--- config.mk ---
export PLATFORM = sky130hd
export DESIGN_NAME = divider_arbiter
export DESIGN_NICKNAME = d
export VERILOG_FILES = /design/src/rtl/divider_arbiter.sv
export SDC_FILE = /design/constraint.sdc
export NUM_CORES = 1
export LEC_CHECK = 0
export ABC_AREA = 1
export CORE_AREA = 4 4 130 132
export CTS_BUF_LIST = sky130_fd_sc_hd__clkbuf_2
export DETAILED_ROUTE_END_ITERATION = 8
export DIE_AREA = 0 0 134 136
export GPL_ROUTABILITY_DRIVEN = 0
export PLACE_DENSITY = 0.75
export SLEW_MARGIN = 20
export SYNTH_ARGS = -nofsm -noshare
export SYNTH_HDL_FRONTEND = slang
export SYNTH_SLANG_ARGS = --single-unit
--- constraint.sdc ---
create_clock -name clock -period 3 [get_ports clock]
set_input_delay 0.45 -clock clock [delete_from_list [all_inputs] [get_ports clock]]
set_output_delay 0.45 -clock clock [all_outputs]
set_load 0.02 [all_outputs]
--- src/rtl/divider_arbiter.sv ---
`default_nettype none
// ============================================================================
// Module  : divider_arbiter
// Brief   : Round-robin arbiter sharing one external divider between two requesters.
// Rev     : 1.0  initial release
// ============================================================================
module divider_arbiter #(
  parameter bit RESET_PRIORITY = 1'b0
) (
  input  logic        clock,
  input  logic        resetN,
  input  logic        req0Valid,
  output logic        req0Ready,
  input  logic [31:0] req0Left,
  input  logic [31:0] req0Right,
  input  logic        req0Signed,
  input  logic        req0Remainder,
  output logic        resp0Valid,
  input  logic        resp0Ack,
  output logic [31:0] resp0Result,
  output logic        resp0DivByZero,
  input  logic        req1Valid,
  output logic        req1Ready,
  input  logic [31:0] req1Left,
  input  logic [31:0] req1Right,
  input  logic        req1Signed,
  input  logic        req1Remainder,
  output logic        resp1Valid,
  input  logic        resp1Ack,
  output logic [31:0] resp1Result,
  output logic        resp1DivByZero,
  output logic [31:0] divLeft,
  output logic [31:0] divRight,
  output logic        divSigned,
  output logic        divActivate,
  input  logic        divDone,
  input  logic [31:0] divQuotient,
  input  logic [31:0] divRemainder,
  input  logic        divDivByZero
);

  typedef enum logic [1:0] {
    IDLE    = 2'd0,
    START   = 2'd1,
    BUSY    = 2'd2,
    RESPOND = 2'd3
  } state_t;

  state_t      r_state;
  logic        r_prio;
  logic        r_id;
  logic        r_signed;
  logic        r_rem;
  logic        r_dbz;
  logic        r_activate;
  logic [1:0]  r_resp_valid;
  logic [31:0] r_left;
  logic [31:0] r_right;
  logic [31:0] r_result;

  logic w_grant;
  logic w_accept;
  logic w_ack;

  // Ready is also forced low while reset is held so every handshake output is quiet in reset.
  assign w_grant   = (req0Valid && req1Valid) ? r_prio : req1Valid;
  assign req0Ready = resetN && (r_state == IDLE) && req0Valid && !w_grant;
  assign req1Ready = resetN && (r_state == IDLE) && req1Valid && w_grant;
  assign w_accept  = req0Ready || req1Ready;
  assign w_ack     = (r_resp_valid[0] && resp0Ack) || (r_resp_valid[1] && resp1Ack);

  assign divLeft     = r_left;
  assign divRight    = r_right;
  assign divSigned   = r_signed;
  assign divActivate = r_activate;

  assign resp0Valid     = r_resp_valid[0];
  assign resp0Result    = r_resp_valid[0] ? r_result : '0;
  assign resp0DivByZero = r_resp_valid[0] && r_dbz;
  assign resp1Valid     = r_resp_valid[1];
  assign resp1Result    = r_resp_valid[1] ? r_result : '0;
  assign resp1DivByZero = r_resp_valid[1] && r_dbz;

  always_ff @(posedge clock or negedge resetN) begin
    if (!resetN) begin
      r_state      <= IDLE;
      r_prio       <= RESET_PRIORITY;
      r_id         <= 1'b0;
      r_signed     <= 1'b0;
      r_rem        <= 1'b0;
      r_dbz        <= 1'b0;
      r_activate   <= 1'b0;
      r_resp_valid <= 2'b00;
      r_left       <= '0;
      r_right      <= '0;
      r_result     <= '0;
    end else begin
      r_activate <= 1'b0;
      case (r_state)
        IDLE: begin
          if (w_accept) begin
            r_id       <= w_grant;
            r_prio     <= !w_grant;
            r_left     <= w_grant ? req1Left      : req0Left;
            r_right    <= w_grant ? req1Right     : req0Right;
            r_signed   <= w_grant ? req1Signed    : req0Signed;
            r_rem      <= w_grant ? req1Remainder : req0Remainder;
            r_activate <= 1'b1;
            r_state    <= START;
          end
        end
        START: r_state <= BUSY;
        // divDone is only trusted here; earlier it still reflects the previous operation.
        BUSY: begin
          if (divDone) begin
            r_result     <= r_rem ? divRemainder : divQuotient;
            r_dbz        <= divDivByZero;
            r_resp_valid <= r_id ? 2'b10 : 2'b01;
            r_state      <= RESPOND;
          end
        end
        RESPOND: begin
          if (w_ack) begin
            r_resp_valid <= 2'b00;
            r_state      <= IDLE;
          end
        end
        default: r_state <= IDLE;
      endcase
    end
  end

endmodule
`default_nettype wire

==> results of run 1 <==
placed cells by master (no fill, tap or decap), types with 2 or more instances in the layout:
master,count
nor2_1,32
nand3_1,136
dfrtp_1,106
or2_2,2
inv_2,2
nand4_1,2
ha_1,4
clkdlybuf4s50_1,338
nand2_1,253
buf_4,12
clkbuf_2,10
a21oi_1,64
bufinv_16,3
inv_1,76
power breakdown:
part | internal (mW) | leakage (nW) | switching, mW
Sequential | 2.07 | 1.30 | 0.431
Combinational | 1.95 | 2.95 | 2.37
Clock | 0.358 | 0.0920 | 0.484
layer usage:
layer	part of all wire	global-route usage	vias to the layer above	routed length, um
met2	0.50	0.376	252	10200
met3	0.12	0.0907	19	2350
met4	0.013	0.0480	2	255
li1	-	-	2909	-
met5	0.00059	0	-	12
met1	0.37	0.244	2759	7400
cell families (layout without fill, tap and decap cells):
logic type,after synthesis,after routing,synth area share
simple gates,427,427,0.334
buf+inv,127,444,0.0996
flops,106,106,0.495
compound gates,66,66,0.0623
fa+ha+maj,4,4,0.00933
other cells,0,1,0
registers in the layout, summed over array words and instances (netlist names):
name / count
divRight: 32
r_prio: 1
divSigned: 1
divActivate: 1
r_rem: 1
r_result: 32
r_resp_valid: 2
r_id: 1
r_dbz: 1
divLeft: 32
r_state: 2
critical path, delay by kind of cell (launching register included):
| kind | cells | cell delay [ns] |
|---|---|---|
| buffers and inverters | 3 | 0.81 |
| DFF | 1 | 0.46 |
| adders and majority gates | 1 | 0.20 |
| and+or+nand+nor | 2 | 0.14 |
| AOI/OAI and AO/OA | 1 | 0.12 |
worst min-delay path by stage:
stage | startpoint | to | slack (ns) | depth (start not counted)
detailed placement | r_resp_valid[0] | r_resp_valid[0] | 0.49 | 2
CTS | req0Right[26] | divRight[26] | 0.29 | 3
global route | req0Right[22] | divRight[22] | 0.29 | 3
finish | req0Right[26] | divRight[26] | 0.36 | 3
global placement | r_resp_valid[0] | r_resp_valid[0] | 0.48 | 2
floorplan | resetN | divActivate | 0.15 | 0
per-stage QoR:
stage               power [mW]  hold slack (ns)  area [um^2]
detailed placement        6.90            0.488         8870
CTS                       7.76            0.291         9040
global placement          6.84            0.480         8870
global route              8.21            0.293         9040
floorplan                 4.77            0.154         5360
finish                    7.66            0.358         9040
area by class of cell:
type / instances / share of cell area
diodes: 1 / 0.000277
clock inverters: 5 / 0.0115
inverters: 78 / 0.0324
flip-flops and latches: 106 / 0.293
well taps: 216 / 0.0299
clock buffers: 10 / 0.00554
multi-input cells: 497 / 0.242
repair buffers: 351 / 0.385
repair_timing:
action                                  CTS  global route
endpoints found under the setup margin    0             0
endpoints found under the hold margin    46             0
setup buffers                             0             0
hold buffers                              1             0
==> flow_summary.yaml, run 1 <==
die:
  pin_count: 340
  die_h_um: 136
  start_util: 0.341
  rows: 46
  die_w_um: 134
  core_mm2: 0.0157
  die_area_mm2: 0.0182
logic_synthesis:
  ys_top_cells_by_count: "nand2_1, nand3_1, dfrtp_1, inv_1, a21oi_1"
  synth_area_leaders: "dfrtp_1, nand2_1, nand3_1"
  yosys_warnings: 0
  synth_top_flop_cell: "dfrtp_1"
  synthArstFlopShare: 1.00
  yosysMostFrequentCell: "nand2_1"
  synth.avg_cell_area_um2: 7.35
  syn_inst: 730
  netlist_area_mm2: 0.00536
  synth_top_cell_by_area: "dfrtp_1"
  ys_types: 19
  ys_seq_area_frac: 0.495
  synth.top_cell.area_share: 0.495
  synth_edf_count: 0
  syn_nets: 938
  ys_ff_latch: 106
timing:
  period_share: 0.913
  fin_skew_ns: 0.0367
  tightest_slew_ns: 1.07
  setup_tns_ns: 0
  finalWorstSetupSlack_ns: 0.260
  fin_crit_ns: 2.74
  maxSlewViolCount: 0
  rsz0062_at_grt: "false"
  hold_violations: 0
  finalSetupViolations: 0
  fmax_mhz: 365
  slew_headroom: 0.283
worst_setup_path:
  crit_path_cell_trace: "inv_1, ha_1, nand2_1, inv_2, nand2_2, a21oi_4, clkdlybuf4s50_1"
  r2r-end: "r_state[1]"
  setup.worst_path.start: "r_state[0]"
  slowest_delay_ns: 0.62
  reg2reg_depth: 10
  critPathKind: "register to output port"
  slowest_stage: "clkdlybuf4s50_1"
  endpoint_kind: "output port"
  crit_path_end: "req0Ready"
  r2r_start: "r_state[0]"
  cp_data_required_time_ns: 2.55
  rrSetupSlack_ns: 0.90
  critical_path_peak_fanout: 3
  startpoint_type: "register"
  arrival_ns: 2.29
place:
  portBuffers: 339
  post-place-ws_ns: 0.681
  dp.cells: 1247
  dpl.hpwl_um: 15000
final_layout:
  n_fill_cell: 1499
  drive_gt1_frac: 0.0325
  syn2layout_area_growth_pct: 68.5
  multi_input_area_mm2: 0.00218
  fin_cells: 1264
  final_util: 0.575
  nets: 1251
  seq_area_mm2: 0.00265
global_route:
  antenna_found_initial: 2
  grt_pass1_wl_um: 31000
  grt_util_all_layers: 0.214
  grt_pass1_vias: 5854
  grt_overflow: 0
  grt_max_degree: 71
drt:
  drt_drc_violations_left: 0
  routed_via_density: 4.70
  drt-total-wl_um: 20200
  drtIter0Drc: 268
  dr_total_vias: 5941
  wl_per_cell_um: 16.0
  drtAntennaViolNets: 0
  firstDrtPassIters: 5
clock_network:
  cts-root-buf: "clkbuf_2"
  htree_levels: 3
  numCtsBuffers: 9
  clk_pin_slew_ns: 0.29
  clockBufferDepth: 2
  cts-resized-gates: 0
  cts.sinks: 106
  insertion_delay_ns: 0.59
  cts_tree: "yes"
power_and_ir_drop:
  p_leak_nw: 4.34
  power.density_mw_per_mm2: 848
  vdd_drop_max_v: 0.000424
flow_run:
  cap_violations: 0
hold_path:
  hp-class: "input pin to register"
outcome:
  status: "finished clean"
Note: power is estimated with default switching activity, not from simulation.
==> run 2: changes to the inputs <==
==> constraint.sdc (replaced) <==
create_clock -name clock -period 3 [get_ports clock]
set_input_delay 0.45 -clock clock [delete_from_list [all_inputs] [get_ports clock]]
set_output_delay 0.45 -clock clock [all_outputs]
set_load 0.05 [all_outputs]
==> run 2 against run 1 <==
Effect of this change:
- global-route usage grew 0.57 points
- design area shrank 0.28%
- count of clock-buffer cells in the layout grew 1
- hold slack lost 0.062 ns
- clock power shrank 33%
- flip-flop and latch count is the same
- critical path depth shrank 3
- wire length grew 3.0%
- non-clock buffer count is the same
- total power grew 17%
- die area is the same
- maximum frequency shrank 2.1%
- critical endpoint is now resp0Result[23]
==> flow_summary.yaml, run 2 (synthesis results as in run 1) <==
outcome:
  status: "finished clean"
worst_setup_path:
  critPathKind: "register to output port"
  reg2reg_depth: 9
  slowest_stage: "clkdlybuf4s50_1"
  startpoint_type: "register"
  cp_data_required_time_ns: 2.55
  crit_path_cell_trace: "buf_4, nand2_1, inv_1, clkdlybuf4s50_1"
  arrival_ns: 2.35
  critical_path_peak_fanout: 34
  slowest_delay_ns: 0.81
  endpoint_kind: "output port"
drt:
  drt_drc_violations_left: 0
  drtIter0Drc: 278
  dr_total_vias: 6040
  drtAntennaViolNets: 0
  routed_via_density: 4.78
  firstDrtPassIters: 4
  wl_per_cell_um: 16.5
  drt-total-wl_um: 20800
die:
  die_h_um: 136
  die_area_mm2: 0.0182
  start_util: 0.341
  pin_count: 340
  rows: 46
  die_w_um: 134
  core_mm2: 0.0157
final_layout:
  fin_area_mm2: 0.00901
  final_cell_mix: "clkdlybuf4s50_1, nand2_1, nand3_1"
  drive_gt1_frac: 0.0344
  syn2layout_area_growth_pct: 68.1
  final_common_cell: "clkdlybuf4s50_1"
  final_util: 0.574
  nets: 1251
global_route:
  antenna_found_initial: 1
  grt_pass1_wl_um: 31700
  grt_util_all_layers: 0.220
  grt_pass1_vias: 5857
  grt_overflow: 0
  grt_max_degree: 83
timing:
  finalWorstSetupSlack_ns: 0.201
  fin_skew_ns: 0.0171
  finalSetupViolations: 0
  period_share: 0.933
  setup_tns_ns: 0
  tightest_slew_ns: 1.12
  rsz0062_at_grt: "false"
  maxSlewViolCount: 0
  fin_crit_ns: 2.80
  slew_headroom: 0.250
  fmax_mhz: 357
  hold_violations: 0
power_and_ir_drop:
  clkPwrFrac: 0.063
  comb_power_share: 0.656
  vdd_drop_max_v: 0.000538
  p_sw_mw: 4.83
  swShare: 0.539
  p_int_mw: 4.12
  p_seq_frac: 0.281
  p_leak_nw: 4.45
  power.density_mw_per_mm2: 993
hold_path:
  hp-class: "input pin to async pin"
clock_network:
  numCtsBuffers: 9
  postCtsSetupRepairBufs: 0
  clockBufferDepth: 2
  insertion_delay_ns: 0.56
  cts-root-buf: "clkbuf_2"
  htree_levels: 3
  cts.sinks: 106
  clk_pin_slew_ns: 0.26
  cts_tree: "yes"
place:
  post-place-ws_ns: 0.599
  placed_area_mm2: 0.00890
  dpl.hpwl_um: 15500
  portBuffers: 339
flow_run:
  cap_violations: 0
run 2: final cells by class:
cell class,instances,area (um^2)
well taps,216,270
repair buffers,351,3530
fillers,1479,6700
diodes,1,2.50
flip-flops and latches,106,2650
multi-input cells,497,2180
clock inverters,4,20.0
clock buffers,11,55.1
inverters,78,295
run 2: power by group through the flow:
| stage | combinational (mW) | sequential (mW) | clock, mW |
|---|---|---|---|
| after floorplan | 2.48 | 3.80 | 0 |
| after global placement | 5.85 | 2.53 | 0 |
| after detailed placement | 5.90 | 2.55 | 0 |
| after CTS | 5.92 | 2.51 | 0.599 |
| after global routing | 6.25 | 2.59 | 0.650 |
| final | 5.87 | 2.51 | 0.562 |
run 2: worst paths after layout:
kind,from,to,slack [ns]
setup / recovery,r_resp_valid[0],resp0Result[23],0.20
hold / removal,resetN,r_result[8],0.30
setup reg to reg,r_state[0],divLeft[6],0.85
hold reg to reg,r_resp_valid[0],r_resp_valid[0],0.55
max in group asynchronous,resetN,divLeft[17],1.62
min in group clock,req0Right[25],divRight[25],0.39
run 2: critical path: cells and delay by family (launching register included):
family | cells | cell delay [ns]
buf+inv | 3 | 1.22
flops | 1 | 0.44
simple gates | 1 | 0.10
run 2: what timing repair did:
action | 4_1_cts | 5_1_grt
resized for setup | 0 | 10
endpoints found under the hold margin | 24 | 0
setup endpoints to repair | 0 | 9
hold buffers | 1 | 0
run 2: per-stage QoR:
| step | power [mW] | std cells | hold slack [ns] |
|---|---|---|---|
| 2_1_floorplan | 6.28 | 730 | 0.154 |
| 3_3_place_gp | 8.38 | 1247 | 0.383 |
| 3_5_place_dp | 8.45 | 1247 | 0.382 |
| 4_1_cts | 9.04 | 1263 | 0.212 |
| 5_1_grt | 9.50 | 1264 | 0.229 |
| 6_report | 8.95 | 1264 | 0.296 |
run 2: metal layers:
layer	vias up	share of wire	global-route usage
li1	2913	-	-
met1	2837	0.38	0.250
met2	264	0.51	0.389
met5	-	0	0
met3	26	0.096	0.0774
met4	0	0.019	0.0691
